===== src/rtl/vga_scanout.sv =====
`default_nettype none
// ============================================================================
// Module   : vga_scanout
// Brief    : VGA timing generator with 3-stage pipelined framebuffer scanout.
//            Each 160x120 buffer pixel is shown as a 4x4 block on screen.
// Revision : 1.0
// ============================================================================
module vga_scanout #(
    parameter int H_VISIBLE = 640,
    parameter int H_FRONT   = 16,
    parameter int H_SYNC    = 96,
    parameter int H_BACK    = 48,
    parameter int V_VISIBLE = 480,
    parameter int V_FRONT   = 10,
    parameter int V_SYNC    = 2,
    parameter int V_BACK    = 33
) (
    input  logic        clk,
    input  logic        rst_n,
    output logic [7:0]  CounterX,
    output logic [7:0]  CounterY,
    output logic        rd_en,
    input  logic [11:0] color,
    output logic [3:0]  vga_r,
    output logic [3:0]  vga_g,
    output logic [3:0]  vga_b,
    output logic        hsync,
    output logic        vsync,
    output logic        de,
    output logic        vblank,
    output logic        frame_tick
);

    localparam int H_TOTAL = H_VISIBLE + H_FRONT + H_SYNC + H_BACK;
    localparam int V_TOTAL = V_VISIBLE + V_FRONT + V_SYNC + V_BACK;

    localparam logic [9:0] c_H_MAX      = 10'(H_TOTAL - 1);
    localparam logic [9:0] c_V_MAX      = 10'(V_TOTAL - 1);
    localparam logic [9:0] c_H_VIS      = 10'(H_VISIBLE);
    localparam logic [9:0] c_V_VIS      = 10'(V_VISIBLE);
    localparam logic [9:0] c_HS_START   = 10'(H_VISIBLE + H_FRONT);
    localparam logic [9:0] c_HS_END     = 10'(H_VISIBLE + H_FRONT + H_SYNC);
    localparam logic [9:0] c_VS_START   = 10'(V_VISIBLE + V_FRONT);
    localparam logic [9:0] c_VS_END     = 10'(V_VISIBLE + V_FRONT + V_SYNC);

    logic [9:0] r_h_cnt;
    logic [9:0] r_v_cnt;

    logic       w_visible;
    logic       w_hsync_n;
    logic       w_vsync_n;
    logic       w_frame_start;

    logic       r_vis1, r_vis2;
    logic       r_hs1,  r_hs2;
    logic       r_vs1,  r_vs2;
    logic       r_fs1,  r_fs2;

    always_ff @(posedge clk or negedge rst_n) begin
        if (!rst_n) begin
            r_h_cnt <= '0;
            r_v_cnt <= '0;
        end else if (r_h_cnt == c_H_MAX) begin
            r_h_cnt <= '0;
            r_v_cnt <= (r_v_cnt == c_V_MAX) ? '0 : r_v_cnt + 10'd1;
        end else begin
            r_h_cnt <= r_h_cnt + 10'd1;
        end
    end

    always_comb begin
        w_visible     = (r_h_cnt < c_H_VIS) && (r_v_cnt < c_V_VIS);
        w_hsync_n     = !((r_h_cnt >= c_HS_START) && (r_h_cnt < c_HS_END));
        w_vsync_n     = !((r_v_cnt >= c_VS_START) && (r_v_cnt < c_VS_END));
        w_frame_start = (r_h_cnt == '0) && (r_v_cnt == '0);
    end

    // Stage 1: framebuffer address; held outside the visible area.
    always_ff @(posedge clk or negedge rst_n) begin
        if (!rst_n) begin
            CounterX <= '0;
            CounterY <= '0;
            rd_en    <= 1'b0;
            r_vis1   <= 1'b0;
            r_hs1    <= 1'b1;
            r_vs1    <= 1'b1;
            r_fs1    <= 1'b0;
        end else begin
            if (w_visible) begin
                CounterX <= r_h_cnt[9:2];
                CounterY <= r_v_cnt[9:2];
            end
            rd_en  <= w_visible;
            r_vis1 <= w_visible;
            r_hs1  <= w_hsync_n;
            r_vs1  <= w_vsync_n;
            r_fs1  <= w_frame_start;
        end
    end

    // Stage 2: memory read in flight; only the control bits are carried.
    always_ff @(posedge clk or negedge rst_n) begin
        if (!rst_n) begin
            r_vis2 <= 1'b0;
            r_hs2  <= 1'b1;
            r_vs2  <= 1'b1;
            r_fs2  <= 1'b0;
        end else begin
            r_vis2 <= r_vis1;
            r_hs2  <= r_hs1;
            r_vs2  <= r_vs1;
            r_fs2  <= r_fs1;
        end
    end

    // Stage 3: pins. RGB is forced black whenever de is low.
    always_ff @(posedge clk or negedge rst_n) begin
        if (!rst_n) begin
            vga_r      <= '0;
            vga_g      <= '0;
            vga_b      <= '0;
            de         <= 1'b0;
            hsync      <= 1'b1;
            vsync      <= 1'b1;
            frame_tick <= 1'b0;
        end else begin
            vga_r      <= r_vis2 ? color[11:8] : 4'h0;
            vga_g      <= r_vis2 ? color[7:4]  : 4'h0;
            vga_b      <= r_vis2 ? color[3:0]  : 4'h0;
            de         <= r_vis2;
            hsync      <= r_hs2;
            vsync      <= r_vs2;
            frame_tick <= r_fs2;
        end
    end

    always_ff @(posedge clk or negedge rst_n) begin
        if (!rst_n) begin
            vblank <= 1'b0;
        end else begin
            vblank <= (r_v_cnt >= c_V_VIS);
        end
    end

endmodule
`default_nettype wire

===== config.mk =====
export PLATFORM = sky130hd
export DESIGN_NAME = vga_scanout
export DESIGN_NICKNAME = d
export VERILOG_FILES = /design/src/rtl/vga_scanout.sv
export SDC_FILE = /design/constraint.sdc
export NUM_CORES = 1
export LEC_CHECK = 0
export CAP_MARGIN = 10
export CORE_ASPECT_RATIO = 0.6
export CORE_MARGIN = 2
export CORE_UTILIZATION = 54
export DETAILED_ROUTE_END_ITERATION = 10
export GPL_TIMING_DRIVEN = 0
export HOLD_SLACK_MARGIN = 0.15
export PLACE_DENSITY_LB_ADDON = 0.3
export SLEW_MARGIN = 15
export SYNTH_ARGS = -nofsm -noshare
export SYNTH_HDL_FRONTEND = slang
export SYNTH_SLANG_ARGS = --single-unit
export TNS_END_PERCENT = 5

===== constraint.sdc =====
create_clock -name clk -period 6.72 [get_ports clk]
set_clock_uncertainty 0.2 [all_clocks]
set_input_delay 0.672 -clock clk [delete_from_list [all_inputs] [get_ports clk]]
set_output_delay 0.672 -clock clk [all_outputs]
set_load 0.01 [all_outputs]

# Word-level counts from Yosys, hierarchy flattened
# Cells that the tools add are included.
[totals]
reg_bits = 61
latch_bits = 0
ramBits = 0
mem_bits_ro = 0
input_bits = 14
wordCells = 44
n_memories = 0
[op_classes]
n_addsub = 2
multipliers = 0
n_div = 0
magnitude_cmp = 7
eq_ne = 2
shift = 0
muxes = 5
bitwise = 0
n_reduce_logical = 8
[op_table]
columns = ["cell", "count"]
rows = [
  ["10-bit by 1-bit adder with 10-bit output (second input constant)", 2],
  ["10-bit == test (second input constant)", 2],
  ["10-bit by 9-bit >= comparator with 1-bit output (second input constant)", 2],
  ["10-bit zero test", 2],
  ["10-bit less-than comparator (second input constant)", 2],
  ["10-bit by 9-bit less-than comparator with 1-bit output (second input constant)", 2],
  ["10-bit 2-to-1 mux", 2],
  ["4-bit 2-to-1 mux", 3],
  ["10-bit >= comparator (second input constant)", 1],
  ["1-bit logical AND", 4],
  ["1-bit zero test", 2],
]

# Longest topological paths before layout
[depth]
word_depth = 3
ltp_mapped = 7
mapped_depth_nobuf = 6

# Least setup slack after synthesis
# No wires, ideal clock.
[synth_path]
path_type = "reg2reg"
start = "reg r_h_cnt[5]"
end = "reg r_v_cnt[9]"
arrival_time_ns = 2.074
required_time_ns = 6.443
path_slack_ns = 4.368
path_stages_with_launch = 7
path_buffers = 2
synth_period_minus_slack_ns = 2.352
path_cell_list = "dfrtp_1 -> buf_6 -> or4b_4 -> or3_1 -> buf_2 -> or4_1 -> a21oi_1"
[synth_via]
elab_chain_cells = 1
[synth_lines]
columns = ["item", "line_no", "text"]
rows = [
  ["start: declaration", "46", "logic [9:0] r_h_cnt;"],
  ["start signal: assignment", "67", "r_h_cnt <= r_h_cnt + 10'd1;"],
  ["10-bit == test", "63", "end else if (r_h_cnt == c_H_MAX) begin"],
  ["end signal: assignment", "65", "r_v_cnt <= (r_v_cnt == c_V_MAX) ? '0 : r_v_cnt + 10'd1;"],
  ["end: declaration", "47", "logic [9:0] r_v_cnt;"],
]
# No other way between the ends.
# A chain may end at the register's enable or synchronous reset.

# Worst setup path in the final report
[layout_path]
start = "reg r_h_cnt[5]"
end = "reg r_v_cnt[2]"
# Same word-level chain as after synthesis.

==> tab_implementation.tex <==
\begin{tabular}{lr}
\hline
Metric & Value \\
\hline
\multicolumn{2}{l}{\textbf{Route}} \\
\quad Antenna viol nets, final & 0 \\
\quad Via count & 1,655 \\
\quad Detailed-route wire length per cell & 14.2 µm \\
\quad Wire length after detailed routing & 4510 µm \\
\quad Vias per inst & 5.22 \\
\quad Count of routing violations after the opening detailed-route iteration & 97 \\
\quad DRC Markers & 0 \\
\quad Initial DRT Pass Iterations & 4 \\
\multicolumn{2}{l}{\textbf{Clock network}} \\
\quad Cell at the root of the clock tree & clkbuf\_8 \\
\quad Number of H-tree levels & 3 \\
\quad Clock Pin Slew Worst Setup and Hold Paths & 0.06 ns \\
\quad Inserted Clock Buffers & 9 \\
\quad Deepest clock path buffer count & 2 \\
\quad Sinks on Clock Net & 61 \\
\quad Later-pin clock latency in the skew report & 0.33 ns \\
\quad CTS tree & built \\
\quad Post CTS Setup Buffer Count & 0 \\
\multicolumn{2}{l}{\textbf{Power}} \\
\quad Power density cells & 215 mW/mm² \\
\quad Worst supply voltage drop on vdd & 177 µV \\
\quad Leak Pwr & 1.40 nW \\
\quad Tot Pwr & 0.000670 W \\
\multicolumn{2}{l}{\textbf{Global routing}} \\
\quad Most crowded layer after global routing & met2 \\
\quad Met1 capacity usage during global routing & 0.276 \\
\quad Met2 capacity usage during global routing & 0.287 \\
\quad Vias in the first global route & 1,600 \\
\quad Largest net degree at the start of global routing & 62 \\
\quad Wire length of the first global-routing pass & 7600 µm \\
\quad Met3 layer usage reported by global route & 0.0969 \\
\quad Number of antenna violations at the first check in global routing & 0 \\
\quad Aggregate global routing overflow & 0 \\
\quad Global-route usage over all layers & 0.201 \\
\multicolumn{2}{l}{\textbf{Critical path}} \\
\quad Reg-to-reg critical path endpoint & r\_v\_cnt[2]\$\_DFFE\_PN0N\_ \\
\quad Worst path max stage delay & 0.53 ns \\
\quad Number of buffer and inverter instances along the worst setup path & 2 \\
\quad Levels on crit path & 6 \\
\quad Highest-delay cell along the critical path & or4b\_4 \\
\quad Nature of the critical path startpoint & register \\
\quad Timing startpoint of the critical path & r\_h\_cnt[5]\$\_DFF\_PN0\_ \\
\quad Setup crit end kind & register \\
\quad Worst setup endpoint & r\_v\_cnt[2]\$\_DFFE\_PN0N\_ \\
\quad Minimum setup slack among reg-to-reg paths & 4.26 ns \\
\quad Reg2Reg Depth & 6 \\
\quad Critical path class & reg -> reg \\
\quad CP Max Fanout & 10 \\
\quad Arrival time of data at the critical path endpoint & 2.51 ns \\
\quad Required time of the critical path & 6.77 ns \\
\quad Cell-by-cell listing of the critical path & buf\_6, or4b\_4, nor3\_1, clkbuf\_1, a21oi\_1, a31oi\_1 \\
\quad Worst reg2reg startpoint & r\_h\_cnt[5]\$\_DFF\_PN0\_ \\
\quad Category of cells accounting for the largest share of critical-path delay & simple AND/OR/NAND/NOR gates \\
\multicolumn{2}{l}{\textbf{Die}} \\
\quad Effective utilization at floorplan & 0.572 \\
\quad Number of placed I/O pins & 48 \\
\quad Die W & 89.8 µm \\
\quad Vert. Die Dim & 55.5 µm \\
\quad Core Box Area & 0.00417 mm² \\
\quad Std cell rows & 18 \\
\quad Area of the die & 0.00498 mm² \\
\multicolumn{2}{l}{\textbf{Yosys}} \\
\quad Cell Area, Synth & 0.00238 mm² \\
\quad Synthesized instance count & 192 \\
\quad FFs w/ async S/R, synth & 1.00 \\
\quad Number of synthesized flops with an enable pin & 0 \\
\quad Count of unique library cells instantiated by Yosys & 31 \\
\quad Post-synthesis net count & 210 \\
\quad Synthesized area per cell & 12.4 µm² \\
\quad Yosys warnings & 0 \\
\quad Synth Flop Type & dfrtp\_1 \\
\quad Flops \& latches, synth & 61 \\
\quad Share of the yosys chip area belonging to registers & 0.643 \\
\multicolumn{2}{l}{\textbf{Placed design}} \\
\quad Placed Cells incl. Taps & 299 \\
\quad Final HPWL from detailed placement & 3000 µm \\
\quad Cell area after placement & 0.00293 mm² \\
\quad Global placer's final weighted congestion & 0.810 \\
\quad Port Buf Inserts & 47 \\
\multicolumn{2}{l}{\textbf{Timing}} \\
\quad Count of endpoints failing hold in the final timing report & 0 \\
\quad RSZ-0062 raised after global routing & false \\
\quad Transition time at the pin with the least slew margin & 0.724 ns \\
\quad Final count of negative-setup-slack endpoints & 0 \\
\quad Final-layout setup total negative slack & 0 ns \\
\quad Share of the clock period used by the worst path & 0.366 \\
\quad Max Transition Viols Final & 0 \\
\quad Minimum clock period & 2.46 ns \\
\quad Headroom to the max-slew limit & 0.517 \\
\quad Peak clock frequency supported by timing & 407 MHz \\
\multicolumn{2}{l}{\textbf{Cells and area}} \\
\quad Most frequent standard cell in the layout excluding fill and tap cells & dfrtp\_1 \\
\quad Layout net count & 270 \\
\quad Antenna cells & 0 \\
\quad Post-layout instance area & 0.00312 mm² \\
\quad Area added between synthesis and finish & 30.7\% \\
\quad End-of-flow core utilization & 0.748 \\
\quad Top library cells by usage in the layout, fill and taps aside & dfrtp\_1 (55), clkdlybuf4s50\_1 (46), and2\_1 (14) \\
\quad Share of layout cells above drive strength 1 & 0.152 \\
\quad Finished Layout Cells & 317 \\
\multicolumn{2}{l}{\textbf{Run}} \\
\quad Number of max-cap violations & 0 \\
\multicolumn{2}{l}{\textbf{Run status}} \\
\quad Run status & complete, no violations \\
\multicolumn{2}{l}{\textbf{Min path}} \\
\quad Classification of the worst-slack hold path & reg -> reg \\
\hline
\end{tabular}
==> registers in the layout, indices dropped and copies added, names as in the netlist, 4 cells and up <==
| signal | count |
|---|---|
| r_v_cnt | 10 |
| vga_g | 4 |
| vga_r | 4 |
| r_h_cnt | 10 |
| CounterY | 8 |
| CounterX | 8 |
| vga_b | 4 |
==> logic make-up after synthesis <==
kind of cell,after synthesis,synth area share
AO/OA/AOI/OAI,19,0.0488
adder cells (fa/ha/maj),4,0.0210
buffers and inverters,16,0.0294
AND/OR/NAND/NOR,69,0.159
XOR/XNOR,10,0.0367
flip-flops,61,0.643
multiplexers,13,0.0614
==> timing repair <==
item                                   in CTS  in global routing
endpoints found under the hold margin       2                  0
hold buffers                                2                  0
gates resized for setup                     0                  0
==> metal layers <==
layer | vias up | routed length (µm)
li1 | 785 | -
met1 | 806 | 2160
met2 | 60 | 1990
met3 | 4 | 331
met4 | 0 | 33
met5 | - | 0
==> worst min path at each step <==
| stage | slack [ns] | cells after the start | startpoint | endpoint |
|---|---|---|---|---|
| floorplan | 0.13 | 0 | r_fs2$_DFF_PN0_ | frame_tick$_DFF_PN0_ |
| global placement | 0.13 | 0 | r_fs1$_DFF_PN0_ | r_fs2$_DFF_PN0_ |
| detailed placement | 0.13 | 0 | r_fs2$_DFF_PN0_ | frame_tick$_DFF_PN0_ |
| CTS | 0.15 | 0 | r_vs1$_DFF_PN1_ | r_vs2$_DFF_PN1_ |
| global route | 0.16 | 0 | r_vs1$_DFF_PN1_ | r_vs2$_DFF_PN1_ |
| finish | 0.16 | 0 | r_vs1$_DFF_PN1_ | r_vs2$_DFF_PN1_ |
==> final cells by class <==
cell class | count | area [µm²]
Sequential cell | 61 | 1530
Fill cell | 296 | 1050
Multi-Input combinational cell | 115 | 781
Timing Repair Buffer | 49 | 488
Clock buffer | 11 | 141
Tap cell | 60 | 75.1
Buffer | 9 | 43.8
Clock inverter | 5 | 27.5
Inverter | 7 | 26.3
==> power breakdown <==
group	total, W	internal, W	switching, W
Combinational	0.0000256	0.0000143	0.0000113
Clock	0.000273	0.000141	0.000132
Sequential	0.000372	0.000371	0.000000900
==> cells in the mapped netlist (4+ instances only) <==
cell / n / area [µm²]
o21ai_0: 6 / 30.0
xor2_1: 6 / 52.6
mux2_2: 13 / 146
a21oi_1: 4 / 20.0
nand3_1: 9 / 45.0
clkbuf_1: 6 / 22.5
dfrtp_1: 55 / 1380
nand4_1: 7 / 43.8
nor4_1: 4 / 25.0
nor2_1: 13 / 48.8
and2_1: 14 / 87.6
a31oi_1: 4 / 25.0
nand2_1: 6 / 22.5
ha_1: 4 / 50.1
inv_1: 7 / 26.3
xnor2_1: 4 / 35.0
dfstp_2: 6 / 158
==> worst register-to-register path: stages (launching register included) <==
cell	delay, ns
dfrtp_1	0.37
buf_6	0.13
or4b_4	0.54
nor3_1	0.48
clkbuf_1	0.37
a21oi_1	0.12
a31oi_1	0.16
==> through the flow <==
stage | setup WS (ns) | hold WS, ns
after global routing | 4.10 | 0.157
after CTS | 4.24 | 0.153
after floorplan | 4.37 | 0.131
after detailed placement | 4.26 | 0.135
after global placement | 2.94 | 0.132
final | 4.26 | 0.155
Note: power is estimated with default switching activity, not from simulation.
